[src/rtl/serial_sub_nbit.sv]
// Bit-serial ripple-borrow subtractor: D = X - Y - BIN, one bit per clock, LSB first.
// A single full-subtractor cell and a borrow register are reused across N SHIFT cycles.
module serial_sub_nbit #(
  parameter int N = 4
) (
  input  logic         clk,
  input  logic         rst_n,
  input  logic         start,
  input  logic [N-1:0] x,
  input  logic [N-1:0] y,
  input  logic         bin,
  output logic         busy,
  output logic         done,
  output logic [N-1:0] d,
  output logic         bout,
  output logic         ovf
);

  localparam int CW = (N > 1) ? $clog2(N) : 1;
  localparam logic [CW-1:0] LAST = CW'(N - 1);

  typedef enum logic [1:0] {
    IDLE  = 2'd0,
    SHIFT = 2'd1,
    DONE  = 2'd2
  } state_t;

  state_t        state_q, state_d;
  logic [N-1:0]  xs_q, xs_d;
  logic [N-1:0]  ys_q, ys_d;
  logic [N-1:0]  res_q, res_d;
  logic          b_q, b_d;
  logic [CW-1:0] cnt_q, cnt_d;
  // Operand sign bits are kept apart because xs/ys lose them while shifting.
  logic          xm_q, xm_d;
  logic          ym_q, ym_d;
  logic [N-1:0]  d_q, d_d;
  logic          bout_q, bout_d;
  logic          ovf_q, ovf_d;

  logic          xi, yi, di, b_nx;

  always_ff @(posedge clk or negedge rst_n) begin
    if (!rst_n) begin
      state_q <= IDLE;
      xs_q    <= '0;
      ys_q    <= '0;
      res_q   <= '0;
      b_q     <= 1'b0;
      cnt_q   <= '0;
      xm_q    <= 1'b0;
      ym_q    <= 1'b0;
      d_q     <= '0;
      bout_q  <= 1'b0;
      ovf_q   <= 1'b0;
    end else begin
      state_q <= state_d;
      xs_q    <= xs_d;
      ys_q    <= ys_d;
      res_q   <= res_d;
      b_q     <= b_d;
      cnt_q   <= cnt_d;
      xm_q    <= xm_d;
      ym_q    <= ym_d;
      d_q     <= d_d;
      bout_q  <= bout_d;
      ovf_q   <= ovf_d;
    end
  end

  // Full-subtractor cell shared by every bit position.
  assign xi   = xs_q[0];
  assign yi   = ys_q[0];
  assign di   = xi ^ yi ^ b_q;
  assign b_nx = (~xi & yi) | (~(xi ^ yi) & b_q);

  always_comb begin
    state_d = state_q;
    xs_d    = xs_q;
    ys_d    = ys_q;
    res_d   = res_q;
    b_d     = b_q;
    cnt_d   = cnt_q;
    xm_d    = xm_q;
    ym_d    = ym_q;
    d_d     = d_q;
    bout_d  = bout_q;
    ovf_d   = ovf_q;

    case (state_q)
      IDLE: begin
        if (start) begin
          xs_d    = x;
          ys_d    = y;
          b_d     = bin;
          xm_d    = x[N-1];
          ym_d    = y[N-1];
          res_d   = '0;
          cnt_d   = '0;
          state_d = SHIFT;
        end
      end
      SHIFT: begin
        res_d = {di, res_q[N-1:1]};
        xs_d  = xs_q >> 1;
        ys_d  = ys_q >> 1;
        b_d   = b_nx;
        if (cnt_q == LAST) begin
          d_d     = {di, res_q[N-1:1]};
          bout_d  = b_nx;
          ovf_d   = (xm_q ^ ym_q) & (di ^ xm_q);
          cnt_d   = '0;
          state_d = DONE;
        end else begin
          cnt_d = cnt_q + CW'(1);
        end
      end
      DONE: begin
        state_d = IDLE;
      end
      default: begin
        state_d = IDLE;
      end
    endcase
  end

  assign busy = (state_q == SHIFT);
  assign done = (state_q == DONE);
  assign d    = d_q;
  assign bout = bout_q;
  assign ovf  = ovf_q;

endmodule

[config.mk]
export PLATFORM = sky130hd
export DESIGN_NAME = serial_sub_nbit
export DESIGN_NICKNAME = d
export VERILOG_FILES = /design/src/rtl/serial_sub_nbit.sv
export SDC_FILE = /design/constraint.sdc
export NUM_CORES = 1
export LEC_CHECK = 0
export ABC_AREA = 1
export CAP_MARGIN = 20
export CELL_PAD_IN_SITES_DETAIL_PLACEMENT = 1
export CELL_PAD_IN_SITES_GLOBAL_PLACEMENT = 2
export CORE_UTILIZATION = 30
export CTS_CLUSTER_SIZE = 40
export DETAILED_ROUTE_END_ITERATION = 16
export GPL_ROUTABILITY_DRIVEN = 0
export PLACE_DENSITY_LB_ADDON = 0.1
export SLEW_MARGIN = 10
export SYNTH_ARGS = -nofsm -noshare
export SYNTH_HDL_FRONTEND = slang
export SYNTH_SLANG_ARGS = --single-unit
[constraint.sdc]
create_clock -name clk -period 1.5 [get_ports clk]
set_input_delay 0.15 -clock clk [delete_from_list [all_inputs] [get_ports clk]]
set_output_delay 0.15 -clock clk [all_outputs]
set_load 0.05 [all_outputs]
==> results of run 1 <==
where the power goes:
group / internal (uW) / total [uW] / switching (uW)
sequential: 938 / 1140 / 204
combinational: 652 / 1720 / 1070
clock: 234 / 443 / 209
layout make-up:
class | instances | area share (%)
Timing Repair Buffer | 25 | 17.3
Tap cell | 46 | 3.94
Inverter | 14 | 3.77
Multi-Input combinational cell | 88 | 29.9
Sequential cell | 24 | 41.3
Clock buffer | 4 | 3.77
kinds of logic (layout without fill, tap and decap cells):
| family | after synthesis | after routing |
|---|---|---|
| and+or+nand+nor | 73 | 73 |
| DFF | 24 | 24 |
| buffers and inverters | 16 | 43 |
| AOI/OAI and AO/OA | 13 | 13 |
| adders and majority gates | 2 | 2 |
worst max-delay path by stage:
stage / startpoint / to / slack, ns / cells after the start
global placement: xs_q[0]$_DFFE_PN0P_ / ovf$_DFFE_PN0P_ / 0.17 / 6
floorplan: state_q[1]$_DFFE_PN0P_ / done / 0.11 / 2
CTS: state_q[0]$_DFFE_PN0P_ / done / 0.04 / 3
global route: state_q[0]$_DFFE_PN0P_ / done / 0.04 / 3
detailed placement: xs_q[0]$_DFFE_PN0P_ / ovf$_DFFE_PN0P_ / 0.14 / 6
finish: state_q[0]$_DFFE_PN0P_ / done / 0.11 / 3
cells in the mapped netlist:
cell and instances:
buf_6 1, nor2_2 1, o21ai_4 1, nand2_1 57, nand2_4 2, nand3_1 10, o21ai_0 6, fa_1 1
nor2_1 2, buf_8 1, inv_4 1, o21ai_1 4, dfrtp_1 24, o21ai_2 2, inv_1 11, ha_1 1
inv_2 2, nor2_8 1
sequential cells by signal (all words and copies together), names as in the netlist:
signal / cells
cnt_q: 2
xs_q: 4
xm_q: 1
bout: 1
d: 4
ym_q: 1
ys_q: 4
state_q: 2
res_q: 3
ovf: 1
b_q: 1
stage by stage:
step	util (%)	hold WS (ns)	instances	area (um2)	power, uW
after global routing	42.4	0.251	201	1460	3610
after floorplan	-	-0.146	128	1120	2300
final	42.4	0.233	201	1460	3310
after detailed placement	40.1	0.467	194	1380	2850
after CTS	41.7	0.251	198	1440	3310
after global placement	40.1	0.463	194	1380	2800
critical path: cells and delay by family, from the launching register on:
kind	cells	cell delay, ns
simple gates	1	0.18
flops	1	0.47
buf+inv	2	0.32
per-layer routing:
layer | wire [um] | part of all wire (%) | vias up
li1 | - | - | 448
met5 | 0 | 0 | -
met3 | 106 | 4.2 | 2
met1 | 1230 | 49 | 421
met4 | 15 | 0.60 | 0
met2 | 1150 | 46 | 14
repair_timing:
item	4_1_cts	5_1_grt
buffers inserted	0	3
hold buffers	0	0
endpoints found under the setup margin	1	1
gates cloned	0	0
resized for setup	1	1
==> flow_summary.ini, run 1 <==
[clock_network]
cts.sinks = 24
clk_latency_ns = 0.27
numCtsBuffers = 3
cts_tree = built
root_buffer = clkbuf_8
clk_pin_slew_ns = 0.09
clock_path_buffers = 2
h-tree-depth = 1

[finish]
area_growth_syn_to_layout_pct = 30.5
multi_input_area_um2 = 437
final_common_cell = nand2_1
n_fill_cell = 401
drive_above_1_share_pct = 19.4
seq_area_um2 = 603
final_cell_mix = 57 x nand2_1, 22 x dfrtp_1, 11 x inv_1, 11 x clkdlybuf4s50_1, 11 x buf_4
finalNetCount = 170
antenna_cells = 0

[power]
ir_drop_uv = 840
leakage_uw = 0.000749
powerDensity_mw_per_mm2 = 2270

[drt]
antenna_left = 0
finalWirelength_um = 2500
drtPass1Iterations = 4
vias = 885
via_per_inst = 4.40
drc_errors = 0
wl_per_cell_um = 12.4
drtIter0Drc = 26

[timing]
hold_viol = 0
maxSlewHeadroom_pct = 78.9
fin_crit_sh_pct = 92.7
fmax_mhz = 719
rsz0062_at_grt = false
clock_skew_ns = 0.00562
worstMarginPinSlew_ns = 0.316
tns_ns = 0
setup_viol = 0
layout_setup_ws_ns = 0.110
timing.final.crit_period_ns = 1.39
drv_slew = 0

[worst_setup_path]
rr_worst_depth = 6
critPathArrivalTime_ns = 1.24
reg2reg_slack_ns = 0.14
worstPathCellList = buf_4, nor2_1, buf_12
reg2reg_from = xs_q[0]$_DFFE_PN0P_
worst_path_max_delay_cell = dfrtp_2
cpPeakStageDelay_ns = 0.47
cp_data_required_time_ns = 1.35
cp-end-kind = output pin
start_kind = flop
reg2reg_to = ovf$_DFFE_PN0P_
cp_max_fo = 7
path_class = reg2out

[place]
port_buffers = 19
dp_hpwl_um = 1840
dp_worst_setup_slack_ns = 0.135

[grt]
grt_max_degree = 25
top_usage_layer = met2
grt_pass1_vias = 916
met3_usage_pct = 3.62
grt-ovfl-total = 0
grt_pass1_wl_um = 4410
antenna_found_initial = 0
grt_util_all_layers_pct = 14.4
met1_usage_pct = 19.4
gr-usage-met2_pct = 22.3

[die]
coreArea_mm2 = 0.00344
io_pins = 20
std_cell_rows = 21
dieWidth_um = 63.1
die_area_mm2 = 0.00398
die_y_um = 63.1
initial_core_util_pct = 32.5

[synth]
synthTopCellsByArea = dfrtp_1 54%, nand2_1 19%, nand3_1 4.5%, inv_1 3.7%, o21ai_0 2.7%
ys_types = 18
syn-instance-count = 128
synthMuxAreaShare_pct = 0
avgSynthCellArea_um2 = 8.74
syn-cell-area_mm2 = 0.00112
syn_nets = 142
synth_compound_area_share_pct = 7.49
yosys.area_share.simple_pct = 28.6
yosysTopAreaCell = dfrtp_1
synth_top_area_share_pct = 53.7
yosysWarnings = 0
synth_top_family_by_area = simple AND/OR/NAND/NOR gates
synth-xor-area-share_pct = 0
synth-adder-area-share_pct = 2.91
ys_ff_latch = 24
yosysSeqAreaShare_pct = 53.7

[outcome]
status = finished clean

[flow_run]
maxCapViolations = 0

[hold_path]
hp-class = in2async
Power figures use the tool's default switching activity.
==> run 2: changes to the inputs <==
--- a/config.mk
+++ b/config.mk
@@ -13,7 +13,7 @@
 export CTS_CLUSTER_SIZE = 40
 export DETAILED_ROUTE_END_ITERATION = 16
 export GPL_ROUTABILITY_DRIVEN = 0
-export PLACE_DENSITY_LB_ADDON = 0.1
+export PLACE_DENSITY = 0.76
 export SLEW_MARGIN = 10
 export SYNTH_ARGS = -nofsm -noshare
 export SYNTH_HDL_FRONTEND = slang
==> run 2 against run 1 <==
Die area unchanged. Final cell count up 1.0%. Clock power down 2%. Non-clock buffer count up 2. Hold slack better by 0.0045 ns. Clock-buffer cell count unchanged. Global-route usage about the same. First-iteration DRC count down 27%. Register-to-register slack worse by 0.06 ns. Sequential share of layout area down 0.071 points. Critical endpoint is now ovf$_DFFE_PN0P_.
==> flow_summary.ini, run 2 (same netlist as run 1, synthesis figures left out) <==
[clock_network]
clk_pin_slew_ns = 0.08
root_buffer = clkbuf_8
h-tree-depth = 1
cts.sinks = 24
cts_tree = built
clk_latency_ns = 0.27
clock_path_buffers = 2
numCtsBuffers = 3
hold_buffers = 0

[drt]
drc_errors = 0
vias = 900
drtPass1Iterations = 3
via_per_inst = 4.43
finalWirelength_um = 2570
drtIter0Drc = 19
wl_per_cell_um = 12.6
antenna_left = 0

[die]
io_pins = 20
die_area_mm2 = 0.00398
std_cell_rows = 21
die_y_um = 63.1
dieWidth_um = 63.1
initial_core_util_pct = 32.5
coreArea_mm2 = 0.00344

[place]
dp_hpwl_um = 1920
port_buffers = 19

[timing]
clock_skew_ns = 0.00604
rsz0062_at_grt = false
drv_slew = 0
hold_viol = 0
maxSlewHeadroom_pct = 78.7
whs_ns = 0.237
setup_viol = 0
fin_crit_sh_pct = 94.5
tns_ns = 0
fmax_mhz = 706
timing.final.crit_period_ns = 1.42
worstMarginPinSlew_ns = 0.319

[worst_setup_path]
endpoint = ovf$_DFFE_PN0P_
worst_path_max_delay_cell = fa_1
cpPeakStageDelay_ns = 0.58
path_class = reg2reg
cp_data_required_time_ns = 1.66
cp-end-kind = flop
crit_start = xs_q[0]$_DFFE_PN0P_
critical_path.most_common_cell = nand2_1
reg2reg_from = xs_q[0]$_DFFE_PN0P_
worstPathCellList = fa_1, inv_1, nand3_1, nand2_1, nand2_1, nand2_1
cp_max_fo = 3
rr_worst_depth = 6
critPathArrivalTime_ns = 1.58
reg2reg_to = ovf$_DFFE_PN0P_
start_kind = flop
reg2reg_slack_ns = 0.08

[grt]
grt_pass1_vias = 917
grt-ovfl-total = 0
grt_util_all_layers_pct = 14.4
grt_max_degree = 25
grt_pass1_wl_um = 4350
antenna_found_initial = 0

[finish]
drive_above_1_share_pct = 20.4
antenna_cells = 0
final_cell_mix = 57 x nand2_1, 22 x dfrtp_1, 14 x buf_4
area_growth_syn_to_layout_pct = 30.8
finalNetCount = 172
final_common_cell = nand2_1

[outcome]
status = finished clean

[flow_run]
maxCapViolations = 0

[hold_path]
hp-class = in2async

[power]
powerDensity_mw_per_mm2 = 2260
leakage_uw = 0.000756
ir_drop_uv = 707
run 2: changes by cell type in the layout (fill, tap and decap cells not counted):
| cell | delta |
|---|---|
| buf_12 | -1 |
| buf_4 | +3 |
run 2: routing by layer:
layer / vias up / global-route usage (%) / part of all wire, %
met5: - / 0 / 0
met4: 0 / 5.23 / 1.3
met3: 4 / 3.99 / 3.0
met2: 12 / 22.6 / 47
met1: 427 / 18.8 / 49
li1: 457 / - / -
run 2: stage by stage:
stage	instances	power [uW]	area (um2)	utilization, %	setup WS, ns
6_report	203	3310	1460	42.5	0.0830
4_1_cts	200	3300	1440	41.8	0.0426
5_1_grt	203	3590	1460	42.5	0.0122
2_1_floorplan	128	2300	1120	-	0.111
3_5_place_dp	196	2840	1380	40.2	0.105
3_3_place_gp	196	2800	1380	40.2	0.164
run 2: worst max-delay path: cells and delay by family (launching register included):
family,cells,cell delay (ns)
buf+inv,1,0.08
fa+ha+maj,1,0.58
flops,1,0.41
simple gates,4,0.23
run 2: report_power, final:
part / internal (uW) / switching (uW)
registers: 938 / 201
clock network: 234 / 201
logic: 651 / 1090
run 2: worst min-delay path by stage:
stage / from / endpoint / slack [ns] / cells past startpoint
finish: rst_n / d[1]$_DFFE_PN0P_ / 0.24 / 2
floorplan: rst_n / b_q$_DFFE_PN0P_ / -0.15 / 0
global route: rst_n / d[1]$_DFFE_PN0P_ / 0.25 / 2
global placement: cnt_q[1]$_DFFE_PN0P_ / cnt_q[1]$_DFFE_PN0P_ / 0.46 / 2
CTS: rst_n / d[0]$_DFFE_PN0P_ / 0.25 / 2
detailed placement: xs_q[2]$_DFFE_PN0P_ / xs_q[2]$_DFFE_PN0P_ / 0.47 / 2
run 2: repair_timing:
item | CTS | global route
pin swaps | 0 | 0
resized for setup | 1 | 1
setup endpoints to repair | 1 | 1
buffers inserted | 0 | 3
run 2: area by class of cell:
class	count	area, um2
Clock buffer	4	55.1
Fill cell	410	1980
Inverter	14	55.1
Multi-Input combinational cell	88	437
Sequential cell	24	603
Tap cell	46	57.6
Timing Repair Buffer	27	255
==> run 3: changes to the inputs <==
--- a/config.mk
+++ b/config.mk
@@ -12,7 +12,6 @@
 export CORE_UTILIZATION = 30
 export CTS_CLUSTER_SIZE = 40
 export DETAILED_ROUTE_END_ITERATION = 16
-export GPL_ROUTABILITY_DRIVEN = 0
 export PLACE_DENSITY = 0.76
 export SLEW_MARGIN = 10
 export SYNTH_ARGS = -nofsm -noshare
==> results of run 3 <==
No change in the layout: final DEF, timing and power equal those of run 2.
==> variant, RTL diff (flow settings as in run 2) <==
Change the parameter `N` from 4 to 8.
--- a/src/rtl/serial_sub_nbit.sv
+++ b/src/rtl/serial_sub_nbit.sv
@@ -1,7 +1,7 @@
 // Bit-serial ripple-borrow subtractor: D = X - Y - BIN, one bit per clock, LSB first.
 // A single full-subtractor cell and a borrow register are reused across N SHIFT cycles.
 module serial_sub_nbit #(
-  parameter int N = 4
+  parameter int N = 8
 ) (
   input  logic         clk,
   input  logic         rst_n,
Ports: changed (resized d, x and y); port bits go from 20 to 32. The function was not compared with the original's and may differ.
==> variant against run 2 <==
- setup slack worse by 0.017 ns
- power up 63%
- design area up 72%
- sequential share of layout area down 0.35 points
- sequential cell count up 17
- routed wire length up 75%
- area after synthesis up 76%
- fmax down 1.2%
==> variant: results <==
[power]
switching_power_mw = 2.42
p_leak_nw = 1.31
seq-power_mw = 1.91
clkPwrFrac = 0.145
ir_worst_vdd_mv = 1.15

[clock_tree]
cts_buffers = 5
post_cts_buffers = 0
cts.htree.levels = 2
hold_buffers = 1
cts-resized-gates = 0
clockRootBuffer = "clkbuf_8"
insertion_delay_ns = 0.30

[yosys]
synthMuxAreaShare = 0
yosys_warnings = 0
yosysSeqAreaShare = 0.520
ys_top_cells_by_area = "dfrtp_1 (52%), nand3_1 (12%), nand2_1 (11%), inv_1 (7.0%), o21ai_2 (3.6%)"
syn_inst = 234
synth_cell_type_count = 19
syn_nets = 257
synthAdderAreaFrac = 0.0228
synth_compound_area_frac = 0.0635
async_flop_share = 1.00
synthXorXnorAreaFrac = 0
netlist_top_cells_count = "nand2_1 (60), nand3_1 (49), dfrtp_1 (41)"

[detailed_routing]
routed_wl_mm = 4.50
wl_per_cell_um = 12.8
route.vias.total = 1627
drtPass1Iterations = 4
drt-met1-wl_mm = 2.15
wl_met3_um = 151
wl_met2_mm = 2.11
drtIter0Drc = 58

[sta]
finClkSkew_ns = 0.00626
worst_pin_slew_ns = 0.469

[critical_path]
startpoint = "state_q[0]"
crit_slowest_cell = "dfrtp_1"
critical_path.top_delay_family = "flip-flops"
worstSetupEndpoint = "done"
max_stage_delay_ns = 0.44
regToRegStartpoint = "xs_q[0]"
arrival_ns = 1.28
crit_fanout = 15
worst_r2r_path_depth = 6
ff2ff_setup_slack_ns = 0.11

[final_layout]
drive_gt1_frac = 0.182
finalNetCount = 296
num-fill-cells = 761

[global_routing]
use_met3 = 0.0298
grt_max_degree = 24
track_usage = 0.146
met1_usage = 0.183
met2_usage = 0.243
grt_first_pass_wirelength_mm = 7.90
grt_pass1_vias = 1701

[placement]
hpwl_mm = 3.14
io_buffers = 31
dp.cells = 341

[min_path]
hp-class = "input port to async pin"

[status]
status = "completed"
-- variant: cell type report --
cell class | instances | area share
Clock buffer | 6 | 0.0329
Clock inverter | 2 | 0.00548
Inverter | 39 | 0.0583
Multi-Input combinational cell | 142 | 0.287
Sequential cell | 41 | 0.409
Tap cell | 77 | 0.0384
Timing Repair Buffer | 44 | 0.169
-- variant: metrics by stage --
step | util | setup WS [ns] | hold slack [ns] | power (mW) | cell area, sq um
after floorplan | - | 0.193 | -0.146 | 3.85 | 1970
after global placement | 0.377 | 0.138 | 0.127 | 4.63 | 2400
after detailed placement | 0.377 | 0.117 | 0.134 | 4.67 | 2400
after CTS | 0.394 | 0.0276 | 0.335 | 5.49 | 2500
after global routing | 0.395 | 0.0203 | 0.370 | 5.86 | 2510
final | 0.395 | 0.0658 | 0.326 | 5.41 | 2510
-- variant: cell families (layout without fill, tap and decap cells) --
logic type      after synthesis  after routing
simple gates                120            120
buf+inv                      51             91
flops                        41             41
compound gates               19             19
fa+ha+maj                     3              3
